## src/rtl/mem_port_arbiter_pkg.sv

```systemverilog
// Shared definitions for the single-port memory arbiter: in-flight tag
// encodings and default geometry.
package mem_port_arbiter_pkg;

  localparam int unsigned DEF_DBITS   = 16;
  localparam int unsigned DEF_ABITS   = 12;
  localparam int unsigned DEF_MAXWAIT = 3;

  typedef enum logic [2:0] {
    TAG_NONE = 3'd0,
    TAG_IRD  = 3'd1,
    TAG_DRD  = 3'd2,
    TAG_DWR  = 3'd3,
    TAG_DOOR = 3'd4
  } tag_t;

endpackage

```

## src/rtl/mem_port_arbiter_starve_counter.sv

```systemverilog
// Saturating starvation counter: clear wins over increment, stops at LIMIT,
// and flags when the limit has been reached.
module starve_counter #(
  parameter int unsigned WIDTH = 3,
  parameter int unsigned LIMIT = 3
) (
  input  logic clk,
  input  logic rst,
  input  logic clr,
  input  logic inc,
  output logic at_limit
);

  localparam logic [WIDTH-1:0] LIM = WIDTH'(LIMIT);

  logic [WIDTH-1:0] count;

  always_ff @(posedge clk) begin
    if (rst) begin
      count <= '0;
    end else if (clr) begin
      count <= '0;
    end else if (inc && (count != LIM)) begin
      count <= count + 1'b1;
    end
  end

  always_comb begin
    at_limit = (count == LIM);
  end

endmodule

```

## src/rtl/mem_port_arbiter.sv

```systemverilog
// Shares one single-port memory between instruction fetch and the data
// load/store path; data wins ties until fetch has lost MAXWAIT times in a row.
module mem_port_arbiter
  import mem_port_arbiter_pkg::*;
#(
  parameter int unsigned DBITS   = DEF_DBITS,
  parameter int unsigned ABITS   = DEF_ABITS,
  parameter int unsigned MAXWAIT = DEF_MAXWAIT
) (
  input  logic             CLK,
  input  logic             RESET,
  input  logic             IREQ,
  input  logic [DBITS-1:0] IADDR,
  output logic             IGNT,
  output logic             IRDY,
  output logic [DBITS-1:0] IDATA,
  input  logic             DREQ,
  input  logic             DWE,
  input  logic [DBITS-1:0] DADDR,
  input  logic [DBITS-1:0] DWDATA,
  output logic             DGNT,
  output logic             DRDY,
  output logic [DBITS-1:0] DRDATA,
  output logic [ABITS-1:0] MADDR,
  output logic             MWE,
  output logic [DBITS-1:0] MDIN,
  input  logic [DBITS-1:0] MDOUT
);

  tag_t             tag;
  tag_t             next_tag;
  logic             at_limit;
  logic             igrant;
  logic             dgrant;
  logic             in_range;
  logic [DBITS-1:0] idata_q;
  logic [DBITS-1:0] drdata_q;
  logic             unused_addr_bits;

  assign unused_addr_bits = ^{IADDR[DBITS-1:ABITS+1], IADDR[0], DADDR[0]};

  starve_counter #(
    .WIDTH (3),
    .LIMIT (MAXWAIT)
  ) u_starve (
    .clk      (CLK),
    .rst      (RESET),
    .clr      (igrant),
    .inc      (dgrant & IREQ),
    .at_limit (at_limit)
  );

  always_comb begin
    in_range = (DADDR[DBITS-1:ABITS+1] == '0);
    igrant   = 1'b0;
    dgrant   = 1'b0;
    if (!RESET) begin
      if (IREQ && (!DREQ || at_limit)) begin
        igrant = 1'b1;
      end else if (DREQ) begin
        dgrant = 1'b1;
      end
    end
  end

  always_comb begin
    IGNT  = igrant;
    DGNT  = dgrant;
    MADDR = dgrant ? DADDR[ABITS:1] : IADDR[ABITS:1];
    MWE   = dgrant & DWE & in_range;
    MDIN  = DWDATA;
  end

  always_comb begin
    next_tag = TAG_NONE;
    if (igrant) begin
      next_tag = TAG_IRD;
    end else if (dgrant) begin
      if (!in_range) begin
        next_tag = TAG_DOOR;
      end else if (DWE) begin
        next_tag = TAG_DWR;
      end else begin
        next_tag = TAG_DRD;
      end
    end
  end

  // Hold registers capture the response-cycle value so data stays put afterwards.
  always_ff @(posedge CLK) begin
    if (RESET) begin
      tag      <= TAG_NONE;
      idata_q  <= '0;
      drdata_q <= '0;
    end else begin
      tag <= next_tag;
      case (tag)
        TAG_IRD:  idata_q  <= MDOUT;
        TAG_DRD:  drdata_q <= MDOUT;
        TAG_DOOR: drdata_q <= '0;
        default:  ;
      endcase
    end
  end

  // Memory data arrives in the response cycle, so the data outputs bypass the hold registers then.
  always_comb begin
    IRDY   = 1'b0;
    DRDY   = 1'b0;
    IDATA  = '0;
    DRDATA = '0;
    if (!RESET) begin
      IRDY   = (tag == TAG_IRD);
      DRDY   = (tag == TAG_DRD) || (tag == TAG_DWR) || (tag == TAG_DOOR);
      IDATA  = (tag == TAG_IRD) ? MDOUT : idata_q;
      DRDATA = (tag == TAG_DRD)  ? MDOUT :
               (tag == TAG_DOOR) ? '0    : drdata_q;
    end
  end

endmodule

```

## config.mk

```make
export PLATFORM = sky130hd
export DESIGN_NAME = mem_port_arbiter
export DESIGN_NICKNAME = d
export VERILOG_FILES = /design/src/rtl/mem_port_arbiter_pkg.sv /design/src/rtl/mem_port_arbiter_starve_counter.sv /design/src/rtl/mem_port_arbiter.sv
export SDC_FILE = /design/constraint.sdc
export NUM_CORES = 1
export LEC_CHECK = 0
export CAP_MARGIN = 20
export CORE_UTILIZATION = 32
export CTS_BUF_LIST = sky130_fd_sc_hd__clkbuf_4
export DETAILED_ROUTE_END_ITERATION = 10
export GPL_TIMING_DRIVEN = 0
export PLACE_DENSITY = 0.88
export SLEW_MARGIN = 20
export SYNTH_ARGS = -nofsm -noshare
export SYNTH_HDL_FRONTEND = slang
export SYNTH_SLANG_ARGS = --single-unit
```

## constraint.sdc

```tcl
create_clock -name CLK -period 1.8 [get_ports CLK]
set_input_delay 0.36 -clock CLK [delete_from_list [all_inputs] [get_ports CLK]]
set_output_delay 0.36 -clock CLK [all_outputs]
set_load 0.03 [all_outputs]
```

==> results.py <==
metrics = {
    "pwr": {
        "worst_ir_drop_vdd_v": 0.000268,
        "power.density_mw_per_mm2": 535,
        "leakagePower_uw": 0.00157,
        "total_power_uw": 1920,
    },
    "placement": {
        "dp.final_hpwl_mm": 4.02,
        "numPlacedInstances": 358,
        "port_buffers": 110,
        "gp_congestion": 0.706,
    },
    "yosys": {
        "mappedNetlistArea_mm2": 0.00185,
        "yosys_warnings": 0,
        "multiplexer_share_of_the_synthesized_area": 0.172,
        "postSynthAreaPerCell_um2": 10.5,
        "yosys.area.top_type": "dfxtp_1",
        "synth_xor_xnor_area_share": 0.00473,
        "synthAdderAreaFrac": 0.0135,
        "yosys.area_share.simple": 0.0912,
        "syn_inst": 176,
        "synth_sequential_area_ratio": 0.411,
        "synth-seq-cells": 38,
        "yosys.area.top_type_share": 0.411,
        "synthesis.nets": 247,
        "synth_top_family_by_area": "compound AO/OA/AOI/OAI gates",
        "synthDistinctLibCells": 28,
        "synth_top_cells_by_area": "dfxtp_1 41%, a22o_1 15%, mux2i_1 8.6%",
        "post_synthesis_compound_gate_area_fraction": 0.185,
    },
    "min_path": {
        "hold_path.startpoint": "RESET",
        "holdPathStages": 2,
        "holdCritPathClass": "in2reg",
        "min_delay_worst_endpoint": "u_starve.count[1]",
    },
    "floorplanning": {
        "die_width_um": 78.1,
        "die_height_um": 78.1,
        "ioPinCount": 134,
        "initial_utilization": 0.334,
        "die_area_mm2": 0.00610,
        "floorplan.rows": 27,
        "placeableCoreArea_mm2": 0.00554,
    },
    "sta": {
        "report.final.slew_viol_count": 0,
        "max_slew.worst_pin.slew_ns": 0.519,
        "timing.final.setup_violations": 48,
        "final.setup.worst_slack_ns": -0.547,
        "finalCriticalPeriod_ns": 2.35,
        "timing.max_slew.rel_slack": 0.654,
        "timing.fmax_ghz": 0.426,
        "rsz0062_at_grt": "yes",
        "finalCritPeriodShare": 1.30,
        "whs_ns": 0.262,
        "timing_hold_violations_final": 0,
        "clock-skew-final_ns": 0.00694,
    },
    "worst_setup_path": {
        "critPathArrivalTime_ns": 1.99,
        "rr_worst_depth": 7,
        "max_stage_delay_ns": 0.35,
        "timing_worst_setup_path_type": "reg2out",
        "critPathBufInv": 3,
        "critical_path.reg2reg.startpoint": "tag[1]",
        "worst_ep_required_time_ns": 1.44,
        "critPathSlowestCell": "dfxtp_2",
        "timing.critical_path.max_delay_family": "buffers and inverters",
        "rr_endpoint": "drdata_q[12]",
        "rrSetupSlack_ns": 0.28,
        "worstPathCellList": "ha_4 -> ha_4 -> a211oi_4 -> buf_6 -> buf_8 -> mux2_4 -> buf_6",
        "start_kind": "flip-flop",
        "critical_path_peak_fanout": 8,
        "cp-end-kind": "output port",
    },
    "detailed_routing": {
        "avgRoutedWirePerCell_um": 14.5,
        "remaining_drc_errors": 0,
        "route.antenna.remaining_nets": 0,
        "drtIter0Drc": 30,
        "route.detailed.vias_per_inst": 4.68,
        "route.final.wire_length_mm": 5.84,
        "vias": 1882,
        "drt_first_pass_iters": 4,
    },
    "clock_network": {
        "post_cts_hold_fix_bufs": 0,
        "cts.root.buffer_cell": "clkbuf_4",
        "maximum_number_of_buffers_from_clock_root_to_sink": 2,
        "clock_sink_count": 38,
        "numCtsBuffers": 5,
        "cts.clk_slew.worst_paths_ns": 0.10,
        "cts_tree": "built",
        "clock_insertion_delay_worst_skew_ns": 0.33,
        "ctsHtreeMaxLevel": 2,
    },
    "cells_and_area": {
        "fin_nets": 400,
        "fin_cells": 402,
        "area_delta_synth_final_pct": 93.7,
        "final_layout_size_suffix_gt1_frac": 0.445,
        "postLayoutCoreUtil": 0.648,
        "antenna-diode-count": 0,
    },
    "grt": {
        "overflow": 0,
        "grt_start_max_net_pins": 12,
        "grt_antenna_before_repair": 0,
        "first_global_vias": 1800,
        "grtUsageTotal": 0.175,
        "first_pass_grt_wire_length_mm": 8.29,
    },
    "run_status": {
        "failing_checks": "negative setup slack",
        "run_status": "finished, violations left",
    },
    "flow_run": {
        "cap_violations": 0,
    },
}
[layer usage]
layer,global-route usage,wire length (um)
met2,0.353,3210
met4,0.0278,42
met5,0,0
met1,0.176,2170
met3,0.0523,427
[synthesized netlist by cell type]
cell type / number
nor3_1: 1
nor2_1: 18
buf_4: 17
and3_1: 1
mux2i_1: 16
buf_8: 1
xor2_1: 1
buf_2: 6
a21oi_1: 4
mux2_2: 6
inv_1: 4
nor2b_1: 4
a21oi_2: 1
a211oi_4: 1
o21ai_0: 1
nand3_1: 3
a22o_1: 32
buf_6: 3
a2bb2oi_1: 1
nand3b_1: 1
and2_1: 1
nor3_2: 1
nor3b_1: 1
ha_1: 2
nand2b_1: 3
dfxtp_1: 38
clkbuf_1: 2
mux2_4: 6
[cells by family (layout without fill, tap and decap cells)]
logic type / Yosys count / in the layout
compound gates: 40 / 40
xor+xnor: 1 / 1
fa+ha+maj: 2 / 2
buf+inv: 33 / 187
flops: 38 / 38
mux: 28 / 28
simple gates: 34 / 34
[stage by stage]
stage / setup TNS, ns / setup slack, ns / instance area, um2
after floorplan: -1.25 / -0.154 / 1880
after global placement: -26.68 / -0.983 / 3070
after detailed placement: -27.48 / -1.00 / 3070
after CTS: -16.52 / -0.544 / 3310
after global routing: -19.74 / -0.614 / 3590
final: -14.80 / -0.547 / 3590
[cell type report]
class | instances | area, um2
repair buffers | 147 | 1470
clock buffers | 6 | 45.0
flip-flops and latches | 38 | 772
fillers | 483 | 1950
clock inverters | 2 | 8.76
well taps | 72 | 90.1
multi-input cells | 105 | 961
inverters | 4 | 15.0
plain buffers | 28 | 228
[placed cells by master, fill, tap and decap left out, types with 3 or more instances in the layout]
| cell | instances |
|---|---|
| buf_6 | 47 |
| dfxtp_1 | 33 |
| nor2_1 | 18 |
| clkdlybuf4s50_1 | 61 |
| nor2b_1 | 3 |
| buf_4 | 55 |
| inv_1 | 4 |
| buf_2 | 3 |
| dfxtp_2 | 3 |
| clkbuf_4 | 6 |
| a21oi_1 | 4 |
| mux2_4 | 12 |
| mux2i_1 | 15 |
| nand3_1 | 3 |
| buf_8 | 3 |
| a22o_1 | 32 |
[sequential cells by signal, summed over array words and instances, names as in the netlist]
register        flops
u_starve.count      3
tag                 3
drdata_q           16
idata_q            16
[what timing repair did]
action | CTS | global route
pin swaps | 3 | 9
gates cloned | 1 | 3
buffers inserted | 11 | 22
endpoints found under the setup margin | 49 | 49
endpoints found under the hold margin | 0 | 0
gates resized for setup | 280 | 106
[how the worst max path moves through the flow]
| stage | slack, ns | startpoint | cells past startpoint | end |
|---|---|---|---|---|
| detailed placement | -1.00 | DREQ | 6 | MADDR[5] |
| global placement | -0.98 | DREQ | 6 | MADDR[6] |
| global route | -0.61 | u_starve.count[1] | 7 | MADDR[10] |
| CTS | -0.54 | u_starve.count[0] | 7 | MADDR[5] |
| finish | -0.55 | u_starve.count[0] | 7 | MADDR[9] |
| floorplan | -0.15 | u_starve.count[1] | 5 | MADDR[10] |
[power breakdown]
group | internal (uW) | total [uW] | switching [uW]
logic | 345 | 626 | 280
registers | 859 | 869 | 9.75
clock network | 162 | 427 | 265
Note: power is estimated with default switching activity, not from simulation.
